### src/rtl/exe_alu_stage.sv
// ARM execute stage: ALU, NZCV status register and EXE/MEM pipeline register with stall/flush.
// Optional EXE_BRANCH_ADDR_EN adds a registered branch target (pc + sext(imm24) << 2).
module exe_alu_stage #(
   parameter int unsigned WIDTH      = 32,
   parameter int unsigned REG_ADDR_W = 4
) (
   input  logic                  clk,
   input  logic                  rst,
   input  logic                  stall,
   input  logic                  flush,
   input  logic                  in_valid,
   input  logic [3:0]            exe_cmd,
   input  logic                  s_bit,
   input  logic [WIDTH-1:0]      val1,
   input  logic [WIDTH-1:0]      val2,
   input  logic [WIDTH-1:0]      val_rm,
   input  logic                  mem_r_en,
   input  logic                  mem_w_en,
   input  logic                  wb_en,
   input  logic [REG_ADDR_W-1:0] dest,
`ifdef EXE_BRANCH_ADDR_EN
   input  logic [WIDTH-1:0]      pc,
   input  logic [23:0]           imm24,
   output logic [WIDTH-1:0]      branch_addr,
`endif
   output logic                  out_valid,
   output logic [WIDTH-1:0]      alu_result,
   output logic [WIDTH-1:0]      st_val,
   output logic                  out_mem_r_en,
   output logic                  out_mem_w_en,
   output logic                  out_wb_en,
   output logic [REG_ADDR_W-1:0] out_dest,
   output logic [3:0]            status
);

   localparam logic [3:0] CmdMov = 4'b0001;
   localparam logic [3:0] CmdMvn = 4'b1001;
   localparam logic [3:0] CmdAdd = 4'b0010;
   localparam logic [3:0] CmdAdc = 4'b0011;
   localparam logic [3:0] CmdSub = 4'b0100;
   localparam logic [3:0] CmdSbc = 4'b0101;
   localparam logic [3:0] CmdAnd = 4'b0110;
   localparam logic [3:0] CmdOrr = 4'b0111;
   localparam logic [3:0] CmdEor = 4'b1000;

   logic [WIDTH-1:0] result;
   logic [WIDTH-1:0] op_b;
   logic [WIDTH:0]   sum;
   logic             cin;
   logic             arith;
   logic             legal;
   logic             flag_c;
   logic             flag_v;
   logic [3:0]       new_status;

   always_comb begin
      result = '0;
      op_b   = val2;
      cin    = 1'b0;
      arith  = 1'b0;
      legal  = 1'b1;
      // Subtraction is val1 + ~val2 + cin so the carry-out is ARM's NOT-borrow directly.
      unique case (exe_cmd)
         CmdAdd: begin arith = 1'b1; end
         CmdAdc: begin arith = 1'b1; cin = status[1]; end
         CmdSub: begin arith = 1'b1; op_b = ~val2; cin = 1'b1; end
         CmdSbc: begin arith = 1'b1; op_b = ~val2; cin = status[1]; end
         default: ;
      endcase
      sum = {1'b0, val1} + {1'b0, op_b} + {{WIDTH{1'b0}}, cin};
      unique case (exe_cmd)
         CmdMov: result = val2;
         CmdMvn: result = ~val2;
         CmdAdd, CmdAdc, CmdSub, CmdSbc: result = sum[WIDTH-1:0];
         CmdAnd: result = val1 & val2;
         CmdOrr: result = val1 | val2;
         CmdEor: result = val1 ^ val2;
         default: begin result = '0; legal = 1'b0; end
      endcase
   end

   always_comb begin
      flag_c = status[1];
      flag_v = status[0];
      if (arith) begin
         flag_c = sum[WIDTH];
         flag_v = (val1[WIDTH-1] == op_b[WIDTH-1]) && (result[WIDTH-1] != val1[WIDTH-1]);
      end
      new_status = {result[WIDTH-1], (result == '0), flag_c, flag_v};
   end

`ifdef EXE_BRANCH_ADDR_EN
   logic [WIDTH-1:0] branch_next;
   assign branch_next = pc + {{(WIDTH-26){imm24[23]}}, imm24, 2'b00};

   always_ff @(posedge clk or posedge rst) begin
      if (rst) begin
         branch_addr <= '0;
      end else if (!flush && !stall) begin
         branch_addr <= branch_next;
      end
   end
`endif

   always_ff @(posedge clk or posedge rst) begin
      if (rst) begin
         out_valid    <= 1'b0;
         alu_result   <= '0;
         st_val       <= '0;
         out_mem_r_en <= 1'b0;
         out_mem_w_en <= 1'b0;
         out_wb_en    <= 1'b0;
         out_dest     <= '0;
         status       <= '0;
      end else if (flush) begin
         // Data outputs hold; only the bubble's enables are cleared.
         out_valid    <= 1'b0;
         out_mem_r_en <= 1'b0;
         out_mem_w_en <= 1'b0;
         out_wb_en    <= 1'b0;
      end else if (!stall) begin
         out_valid    <= in_valid;
         alu_result   <= result;
         st_val       <= val_rm;
         out_mem_r_en <= in_valid & mem_r_en;
         out_mem_w_en <= in_valid & mem_w_en;
         out_wb_en    <= in_valid & wb_en;
         out_dest     <= dest;
         if (in_valid && s_bit && legal) begin
            status <= new_status;
         end
      end
   end

endmodule

### config.mk
export PLATFORM = sky130hd
export DESIGN_NAME = exe_alu_stage
export DESIGN_NICKNAME = d
export VERILOG_FILES = /design/src/rtl/exe_alu_stage.sv
export SDC_FILE = /design/constraint.sdc
export NUM_CORES = 1
export LEC_CHECK = 0
export CORE_MARGIN = 4
export CORE_UTILIZATION = 28
export DETAILED_ROUTE_END_ITERATION = 10
export GPL_TIMING_DRIVEN = 0
export PLACE_DENSITY = 0.61
export SLEW_MARGIN = 15
export SYNTH_ARGS = -nofsm -noshare
export SYNTH_HDL_FRONTEND = slang
export SYNTH_SLANG_ARGS = --single-unit
### constraint.sdc
create_clock -name clk -period 10.4 [get_ports clk]
set_clock_uncertainty 0.15 [all_clocks]
set_input_delay 2.08 -clock clk [delete_from_list [all_inputs] [get_ports clk]]
set_output_delay 2.08 -clock clk [all_outputs]
set_load 0.05 [all_outputs]
==> results of run 1 <==
critical path, delay by kind of cell:
kind | cells | cell delay, ns
buffers and inverters | 5 | 1.76
AO/OA/AOI/OAI | 4 | 1.08
adder cells (fa/ha/maj) | 2 | 0.68
AND/OR/NAND/NOR | 7 | 1.83
kinds of logic after synthesis:
family | count (synthesis) | share of synthesized area [%]
muxes | 61 | 8.46
xor gates and xnor gates | 72 | 8.00
adders and majority gates | 97 | 15.6
and+or+nand+nor | 218 | 14.3
DFF | 76 | 24.1
AOI/OAI and AO/OA | 226 | 20.9
buffers and inverters | 142 | 8.56
routing by layer:
metal | vias up | GRT usage [%]
met5 | - | 0
met4 | 0 | 4.19
met3 | 31 | 4.48
met2 | 271 | 30.7
met1 | 3629 | 23.8
li1 | 3615 | -
cells in the mapped netlist, types with 4 or more instances:
cell	number
dfrtp_1	76
o311ai_0	5
a21o_1	11
xor2_1	13
inv_1	86
nor3_1	17
mux2_2	45
nand3_1	15
o22ai_1	9
a222oi_1	12
o21a_1	6
buf_1	6
a211oi_1	5
buf_6	6
nand4_1	20
nand2b_1	5
o21ai_0	33
buf_4	5
nor3b_1	5
a221oi_1	4
nand2_1	47
mux2i_1	16
o211ai_1	5
xnor2_1	59
nand3b_1	5
clkbuf_8	5
nor4_1	5
or3_1	8
nor2_1	55
clkbuf_1	14
a31oi_1	6
a21oi_1	60
ha_1	95
a21oi_2	4
and3_1	7
buf_2	18
o221ai_1	11
per-stage QoR:
stage	setup slack (ns)	area (um^2)	total power, W	cells	hold WS (ns)
after floorplan	4.36	7880	0.000826	892	0.593
after CTS	3.14	10500	0.00141	1472	0.344
after global placement	2.87	10200	0.00107	1455	0.320
final	3.05	10500	0.00141	1472	0.338
after global routing	2.79	10500	0.00148	1472	0.351
after detailed placement	2.80	10200	0.00108	1456	0.328
layout make-up:
cell class | instances | share of cell area (%)
Buffer | 56 | 3.33
Clock buffer | 9 | 2.14
Clock inverter | 7 | 0.771
Inverter | 86 | 3.09
Multi-Input combinational cell | 674 | 50.3
Sequential cell | 76 | 18.0
Tap cell | 378 | 4.49
Timing Repair Buffer | 186 | 17.8
state kept, by name (all words and copies together) (netlist names):
register	cells
out_wb_en	1
out_mem_w_en	1
status	4
out_valid	1
st_val	32
out_dest	4
alu_result	32
out_mem_r_en	1
report_power, final:
group	switching, W	internal (W)
registers	0.0000291	0.000343
clock network	0.000135	0.000190
logic	0.000440	0.000269
total	0.000604	0.000802
worst max path at each step:
stage | slack [ns] | endpoint | cells after the start
3_5_place_dp | 2.80 | status[2]$_DFFE_PP0P_ | 18
4_1_cts | 3.14 | status[2]$_DFFE_PP0P_ | 18
3_3_place_gp | 2.87 | status[2]$_DFFE_PP0P_ | 18
6_report | 3.05 | status[2]$_DFFE_PP0P_ | 18
2_1_floorplan | 4.36 | status[2]$_DFFE_PP0P_ | 19
5_1_grt | 2.79 | status[2]$_DFFE_PP0P_ | 18
==> results.sh, run 1 <==
export IMPL_status="finished, final reports clean"
export IMPL_synth_area_leaders="dfrtp_1 24%, ha_1 15%, xnor2_1 6.6%, mux2_2 6.4%, inv_1 4.1%"
export IMPL_syn_area_per_cell_um2=8.84
export IMPL_clk_pin_slew_ns=0.07
export IMPL_maxSlewHeadroom_pct=38.2
export IMPL_finalSetupViolations=0
export IMPL_r2r_end="status[2]$_DFFE_PP0P_"
export IMPL_multi_input_area_mm2=0.00531
export IMPL_leakage_nw=4.51
export IMPL_slowest_delay_ns=0.66
export IMPL_synth_edf_count=0
export IMPL_routed_wl_met2_um=13800
export IMPL_first_pass_iters=5
export IMPL_nFillCells=2877
export IMPL_wl_per_cell_um=19.7
export IMPL_ant_nets=0
export IMPL_drt_met1_wl_um=12500
export IMPL_cts_sinks=76
export IMPL_period_needed_ns=7.35
export IMPL_async_reset_ff_share_pct=100
export IMPL_grt_pass1_vias=7474
export IMPL_synthesis_nets=1102
export IMPL_pwr_density_cell_mw_per_mm2=133
export IMPL_cts_root_buf="clkbuf_16"
export IMPL_nNetsFinal=1299
export IMPL_min_path_type="reg -> reg"
export IMPL_clock_path_buffers=2
export IMPL_final_common_cell="clkdlybuf4s50_1"
export IMPL_r2r_start="status[1]$_DFFE_PP0P_"
export IMPL_utilization_pct=37.9
export IMPL_grt_ovfl_total=0
export IMPL_layout_common_cells="185 x clkdlybuf4s50_1, 95 x ha_1, 85 x inv_1"
export IMPL_critical_path_startpoint_type="primary input"
export IMPL_wl_met3_um=2090
export IMPL_worstPathCellList="clkdlybuf4s50_1, buf_4, buf_2, buf_1, nand4b_1, a21oi_1, fa_1, inv_1, fa_1, nand2b_1, a211oi_2, o211ai_2, and4_1, nor3_1, nand4_1, nor4_1, nand4_1, o21ai_1"
export IMPL_yosysWarnings=0
export IMPL_synth_top_area_cell="dfrtp_1"
export IMPL_coreArea_mm2=0.0278
export IMPL_grt_pass1_wl_um=44300
export IMPL_path_max_fanout=10
export IMPL_startpoint="exe_cmd[0]"
export IMPL_cts_hold_buf=0
export IMPL_rows=61
export IMPL_layout_drive_gt1_share_pct=12.2
export IMPL_slew_viol_final=0
export IMPL_yosysSeqAreaShare_pct=24.1
export IMPL_crit_required_ns=10.51
export IMPL_synthCells=892
export IMPL_cts_buffers=9
export IMPL_cts_tree="done"
export IMPL_rsz0062_at_grt="false"
export IMPL_worst_slew_pin_slew_ns=0.927
export IMPL_ir_drop_mv=0.0805
export IMPL_ys_flop_type="dfrtp_1"
export IMPL_top_layer="met4"
export IMPL_synth_seq_cells=76
export IMPL_dieArea_mm2=0.0309
export IMPL_drc=0
export IMPL_io_buffers=185
export IMPL_netlist_area_mm2=0.00788
export IMPL_endpoint_kind="register"
export IMPL_hold_path_depth=1
export IMPL_hp_start="status[3]$_DFFE_PP0P_"
export IMPL_seqCellArea_mm2=0.00190
export IMPL_start_util_pct=28.4
export IMPL_antenna_cells=0
export IMPL_cts_resized=0
export IMPL_fmax_mhz=136
export IMPL_routed_via_density=5.13
export IMPL_cts_setup_buffers=0
export IMPL_cp_slowest_cell="buf_1"
export IMPL_antenna_found_initial=0
export IMPL_crit_arrival_ns=7.46
export IMPL_dieWidth_um=176
export IMPL_pin_count=189
export IMPL_whs_endpoint="status[3]$_DFFE_PP0P_"
export IMPL_first_iter_violations=537
export IMPL_tns_ns=0
export IMPL_r2r_cells=15
export IMPL_insertion_delay_ns=0.34
export IMPL_die_h_um=176
export IMPL_yosysUniqueCellTypes=92
export IMPL_grt_max_degree=45
export IMPL_num_vias=7546
export IMPL_worstSetupPathType="in -> reg"
export IMPL_final_hold_violation_count=0
export IMPL_yosys_area_top_type_share_pct=24.1
export IMPL_r2r_slack_ns=6.15
export IMPL_place_congestion=0.939
export IMPL_synthToLayoutAreaGrowth_pct=33.8
export IMPL_cts_max_level=3
export IMPL_wl_um=29000
export IMPL_hpwl_um=23200
export IMPL_finalCritPeriodShare_pct=70.6
export IMPL_grt_usage_pct=18.3
export IMPL_cap_violations=0
No activity file was read; power rests on OpenSTA's default activity.
==> run 2, diff against run 1 <==
==> constraint.sdc (replaced) <==
create_clock -name clk -period 6.9 [get_ports clk]
set_clock_uncertainty 0.15 [all_clocks]
set_input_delay 1.38 -clock clk [delete_from_list [all_inputs] [get_ports clk]]
set_output_delay 1.38 -clock clk [all_outputs]
set_load 0.05 [all_outputs]
==> run 2 against run 1 <==
- first-iteration DRC count increased by 3.9%
- global-route usage unchanged
- clock-buffer cell count unchanged
==> results.sh, run 2 (synthesized netlist as in run 1, its figures left out) <==
export IMPL_startpoint="exe_cmd[3]"
export IMPL_cap_violations=0
export IMPL_leakage_nw=4.51
export IMPL_ant_nets=0
export IMPL_r2r_slack_ns=2.66
export IMPL_hpwl_um=23200
export IMPL_seqCellArea_mm2=0.00190
export IMPL_dp_cells=1456
export IMPL_dpl_worst_slack_ns=-0.00301
export IMPL_insertion_delay_ns=0.34
export IMPL_slew_viol_final=0
export IMPL_drc=0
export IMPL_worstPathCellList="buf_2, buf_4, buf_4, buf_2, nor3b_1, clkbuf_1, xnor2_1, fa_1, inv_1, fa_1, nand2b_1, a211oi_2, o211a_1, o31ai_4, o2111a_1, a211oi_1, and4_2, nand4_1, o21ai_1"
export IMPL_rsz0062_at_grt="false"
export IMPL_wl_um=28800
export IMPL_pwr_share_seq_pct=26.5
export IMPL_coreArea_mm2=0.0278
export IMPL_r2r_start="status[1]$_DFFE_PP0P_"
export IMPL_layoutNonFillerInstCount=1471
export IMPL_wl_per_cell_um=19.6
export IMPL_final_hold_violation_count=0
export IMPL_final_common_cell="clkdlybuf4s50_1"
export IMPL_p_comb_share_pct=50.4
export IMPL_finalSetupViolations=0
export IMPL_layout_common_cells="185 x clkdlybuf4s50_1, 95 x ha_1, 85 x inv_1"
export IMPL_fmax_mhz=163
export IMPL_grt_pass1_vias=7474
export IMPL_p_int_w=0.00121
export IMPL_ir_drop_mv=0.122
export IMPL_maxSlewHeadroom_pct=38.1
export IMPL_rows=61
export IMPL_grt_max_degree=45
export IMPL_min_path_type="reg -> reg"
export IMPL_synthToLayoutAreaGrowth_pct=33.7
export IMPL_cts_max_level=3
export IMPL_num_vias=7548
export IMPL_cp_slowest_cell="a211oi_1"
export IMPL_start_util_pct=28.4
export IMPL_switchingPower_w=0.000909
export IMPL_pin_count=189
export IMPL_clock_path_buffers=2
export IMPL_multi_input_area_mm2=0.00531
export IMPL_finalPower_w=0.00212
export IMPL_status="finished, final reports clean"
export IMPL_crit_arrival_ns=6.25
export IMPL_io_buffers=185
export IMPL_grt_pass1_wl_um=44300
export IMPL_nNetsFinal=1298
export IMPL_layout_setup_ws_ns=0.761
export IMPL_antenna_found_initial=0
export IMPL_pwr_density_cell_mw_per_mm2=201
export IMPL_switching_share_pct=42.9
export IMPL_grt_usage_pct=18.3
export IMPL_cts_tree="done"
export IMPL_endpoint_kind="register"
export IMPL_clk_pin_slew_ns=0.07
export IMPL_nFillCells=2876
export IMPL_crit_required_ns=7.01
export IMPL_first_pass_iters=6
export IMPL_clkPwrFrac_pct=23.1
export IMPL_top_regs="alu_result: 32 flops, st_val: 32 flops"
export IMPL_crit_buf_inv=6
export IMPL_die_h_um=176
export IMPL_cp_depth=19
export IMPL_dieArea_mm2=0.0309
export IMPL_utilization_pct=37.9
export IMPL_period_needed_ns=6.14
export IMPL_slowest_delay_ns=0.48
export IMPL_routed_via_density=5.13
export IMPL_cts_sinks=76
export IMPL_r2r_cells=15
export IMPL_worst_slew_pin_slew_ns=0.928
export IMPL_cts_buffers=9
export IMPL_path_max_fanout=10
export IMPL_finalCritPeriodShare_pct=89.0
export IMPL_endpoint="status[2]$_DFFE_PP0P_"
export IMPL_critical_path_startpoint_type="primary input"
export IMPL_r2r_end="status[2]$_DFFE_PP0P_"
export IMPL_worstSetupPathType="in -> reg"
export IMPL_cts_root_buf="clkbuf_16"
export IMPL_cp_top_family="compound AO/OA/AOI/OAI gates"
export IMPL_layout_drive_gt1_share_pct=12.2
export IMPL_place_congestion=0.939
export IMPL_antenna_cells=0
export IMPL_whs_ns=0.339
export IMPL_dieWidth_um=176
export IMPL_cts_setup_buffers=0
export IMPL_grt_ovfl_total=0
export IMPL_first_iter_violations=558
## run 2: cell types whose count changed in the layout (fill, tap and decap cells not counted), sizes merged
cell	previous run	this run
buf	36	35
## run 2: area by class of cell
cell class	count	area share (%)
multi-input combinational	674	50.3
clock inverter	7	0.772
sequential	76	18.0
clock buffer	9	2.14
tap	378	4.49
buffer	55	3.30
timing repair buffer	186	17.8
inverter	86	3.09
## run 2: worst min path at each step
stage | cells after the start | endpoint | from
finish | 1 | status[3]$_DFFE_PP0P_ | status[3]$_DFFE_PP0P_
global route | 1 | status[3]$_DFFE_PP0P_ | status[3]$_DFFE_PP0P_
CTS | 1 | status[3]$_DFFE_PP0P_ | status[3]$_DFFE_PP0P_
detailed placement | 1 | status[3]$_DFFE_PP0P_ | status[3]$_DFFE_PP0P_
global placement | 1 | status[3]$_DFFE_PP0P_ | status[3]$_DFFE_PP0P_
floorplan | 2 | status[2]$_DFFE_PP0P_ | status[2]$_DFFE_PP0P_
## run 2: metrics by stage
stage | instance area [um^2] | TNS [ns]
after floorplan | 7880 | 0
after global placement | 10200 | 0
after detailed placement | 10200 | -0.00301
after CTS | 10500 | 0
after global routing | 10500 | 0
final | 10500 | 0
## run 2: repair_timing
action                                  in CTS  in global routing
resized for setup                            0                  0
endpoints found under the setup margin       0                  1
hold buffers                                 0                  0
## run 2: routing by layer
metal	vias up	GRT usage (%)	part of all wire (%)
met5	-	0	0
met4	0	4.19	1.8
met3	30	4.48	6.9
met2	269	30.7	48
met1	3632	23.8	44
li1	3617	-	-
## run 2: power groups by stage
stage	sequential, W	combinational (W)	clock, W
3_3_place_gp	0.000565	0.00105	0
3_5_place_dp	0.000567	0.00106	0
5_1_grt	0.000569	0.00114	0.000522
6_report	0.000560	0.00107	0.000489
4_1_cts	0.000560	0.00107	0.000499
2_1_floorplan	0.000813	0.000432	0
==> run 3, diff against run 2 <==
--- a/config.mk
+++ b/config.mk
@@ -5,7 +5,7 @@
 export SDC_FILE = /design/constraint.sdc
 export NUM_CORES = 1
 export LEC_CHECK = 0
-export CORE_MARGIN = 4
+export CORE_MARGIN = 2
 export CORE_UTILIZATION = 28
 export DETAILED_ROUTE_END_ITERATION = 10
 export GPL_TIMING_DRIVEN = 0
==> run 3 against run 2 <==
- clock power is essentially flat
- cell count stayed put
- clock-buffer cell count did not move
- sequential share of layout area stayed put
- fmax up 0.15%
- critical path type unchanged
- critical endpoint unchanged
- largest power group unchanged
==> results.sh, run 3 (synthesized netlist as in run 1, its figures left out) <==
export IMPL_cp_slowest_cell="clkdlybuf4s50_1"
export IMPL_layoutNonFillerInstCount=1471
export IMPL_p_int_w=0.00121
export IMPL_clock_path_buffers=2
export IMPL_crit_buf_inv=4
export IMPL_ir_drop_mv=0.137
export IMPL_worst_slew_pin_slew_ns=1.01
export IMPL_layout_drive_gt1_share_pct=12.2
export IMPL_min_path_type="reg -> reg"
export IMPL_rsz0062_at_grt="false"
export IMPL_top_regs="alu_result: 32 flops, st_val: 32 flops"
export IMPL_dpl_worst_slack_ns=-0.0827
export IMPL_maxSlewHeadroom_pct=32.7
export IMPL_crit_required_ns=7.02
export IMPL_drc=0
export IMPL_endpoint_kind="register"
export IMPL_rows=61
export IMPL_hp_start="status[3]$_DFFE_PP0P_"
export IMPL_cts_tree="done"
export IMPL_p_comb_share_pct=50.3
export IMPL_final_common_cell="clkdlybuf4s50_1"
export IMPL_dieArea_mm2=0.0295
export IMPL_slowest_delay_ns=0.53
export IMPL_die_h_um=172
export IMPL_startpoint="exe_cmd[0]"
export IMPL_leakage_nw=4.51
export IMPL_first_iter_violations=677
export IMPL_path_max_fanout=19
export IMPL_cts_max_level=3
export IMPL_routed_via_density=5.19
export IMPL_whs_endpoint="status[3]$_DFFE_PP0P_"
export IMPL_r2r_cells=15
export IMPL_synthToLayoutAreaGrowth_pct=33.7
export IMPL_antenna_found_initial=0
export IMPL_num_vias=7629
export IMPL_layout_common_cells="185 x clkdlybuf4s50_1, 95 x ha_1, 85 x inv_1"
export IMPL_worstSetupPathType="in -> reg"
export IMPL_grt_max_degree=55
export IMPL_pwr_density_cell_mw_per_mm2=201
export IMPL_period_needed_ns=6.13
export IMPL_whs_ns=0.334
export IMPL_start_util_pct=28.4
export IMPL_grt_pass1_wl_um=42200
export IMPL_cts_hold_buf=0
export IMPL_critical_path_startpoint_type="primary input"
export IMPL_hpwl_um=22300
export IMPL_r2r_slack_ns=2.68
export IMPL_cap_violations=0
export IMPL_coreArea_mm2=0.0278
export IMPL_grt_ovfl_total=0
export IMPL_pwr_share_seq_pct=26.5
export IMPL_nNetsFinal=1298
export IMPL_r2r_end="status[2]$_DFFE_PP0P_"
export IMPL_pin_count=189
export IMPL_wl_per_cell_um=19.1
export IMPL_r2r_start="status[1]$_DFFE_PP0P_"
export IMPL_crit_arrival_ns=6.25
export IMPL_ant_nets=0
export IMPL_worstPathCellList="clkdlybuf4s50_1, buf_4, buf_2, nand4b_1, a21oi_1, fa_1, inv_1, fa_1, nand2b_1, a211oi_2, o211ai_2, and4_1, nor3_1, nand4_1, nor4_1, nand4_1, o21ai_1"
export IMPL_antenna_cells=0
export IMPL_switching_share_pct=42.9
export IMPL_fmax_mhz=163
export IMPL_io_buffers=185
export IMPL_nFillCells=2857
export IMPL_status="finished, final reports clean"
export IMPL_cts_buffers=9
export IMPL_place_congestion=0.912
export IMPL_grt_usage_pct=18.7
export IMPL_cts_root_buf="clkbuf_16"
export IMPL_dp_cells=1456
export IMPL_wl_um=28100
export IMPL_grt_pass1_vias=7365
export IMPL_switchingPower_w=0.000908
export IMPL_final_hold_violation_count=0
export IMPL_dieWidth_um=172
export IMPL_hold_path_depth=1
export IMPL_cts_sinks=76
export IMPL_cts_resized=0
export IMPL_insertion_delay_ns=0.34
export IMPL_clkPwrFrac_pct=23.3
export IMPL_cp_top_family="simple AND/OR/NAND/NOR gates"
export IMPL_first_pass_iters=5
export IMPL_clk_pin_slew_ns=0.07
export IMPL_finalCritPeriodShare_pct=88.8
export IMPL_finalSetupViolations=0
export IMPL_slew_viol_final=0
export IMPL_layout_setup_ws_ns=0.770
==> run 3: cell counts in the layout (fill, tap and decap cells not counted) <==
No cell type changed its count.
==> run 3: how the worst max path moves through the flow <==
stage	depth (start not counted)	endpoint	slack, ns
floorplan	19	status[2]$_DFFE_PP0P_	1.56
global placement	18	status[2]$_DFFE_PP0P_	0.008
detailed placement	18	status[2]$_DFFE_PP0P_	-0.08
CTS	18	status[2]$_DFFE_PP0P_	0.28
global route	17	status[2]$_DFFE_PP0P_	0.36
finish	17	status[2]$_DFFE_PP0P_	0.77
==> run 3: routing by layer <==
metal | wire length [um] | global-route usage (%)
met4 | 675 | 5.15
met5 | 0 | 0
met2 | 13100 | 30.5
met3 | 1990 | 3.38
met1 | 12400 | 25.4
==> run 3: worst register-to-register path: stages (launching register included) <==
cell      delay, ns
dfrtp_1        0.39
nand2b_1       0.12
nand3b_1       0.08
a21oi_1        0.23
fa_1           0.24
inv_1          0.06
fa_1           0.43
nand2b_1       0.20
a211oi_2       0.40
o211ai_2       0.23
and4_1         0.25
nor3_1         0.47
nand4_1        0.22
nor4_1         0.38
nand4_1        0.13
o21ai_1        0.15
==> run 3: through the flow <==
step | setup TNS, ns | power, W | util [%] | cell area [um^2]
final | 0 | 0.00212 | 37.9 | 10500
after global routing | 0 | 0.00223 | 37.9 | 10500
after CTS | 0 | 0.00213 | 37.9 | 10500
after detailed placement | -0.0827 | 0.00163 | 36.8 | 10200
after global placement | 0 | 0.00161 | 36.7 | 10200
after floorplan | 0 | 0.00125 | - | 7880
==> run 3: power by group through the flow <==
stage | logic, W | clock network, W | registers (W)
6_report | 0.00106 | 0.000492 | 0.000560
5_1_grt | 0.00114 | 0.000525 | 0.000569
4_1_cts | 0.00106 | 0.000505 | 0.000559
3_5_place_dp | 0.00106 | 0 | 0.000567
3_3_place_gp | 0.00105 | 0 | 0.000565
2_1_floorplan | 0.000432 | 0 | 0.000813
==> run 3: final cells by class <==
cell class                 instances  area, um^2  area share, %
tap                              378         473           4.49
inverter                          86         325           3.09
buffer                            55         348           3.30
clock inverter                     7        81.3          0.772
timing repair buffer             186        1880           17.8
sequential                        76        1900           18.0
clock buffer                       9         225           2.14
multi-input combinational        674        5310           50.3
==> run 3: repair_timing <==
action                                  CTS  global route
buffers inserted                          0             0
endpoints found under the hold margin     0             0
endpoints found under the setup margin    0             1
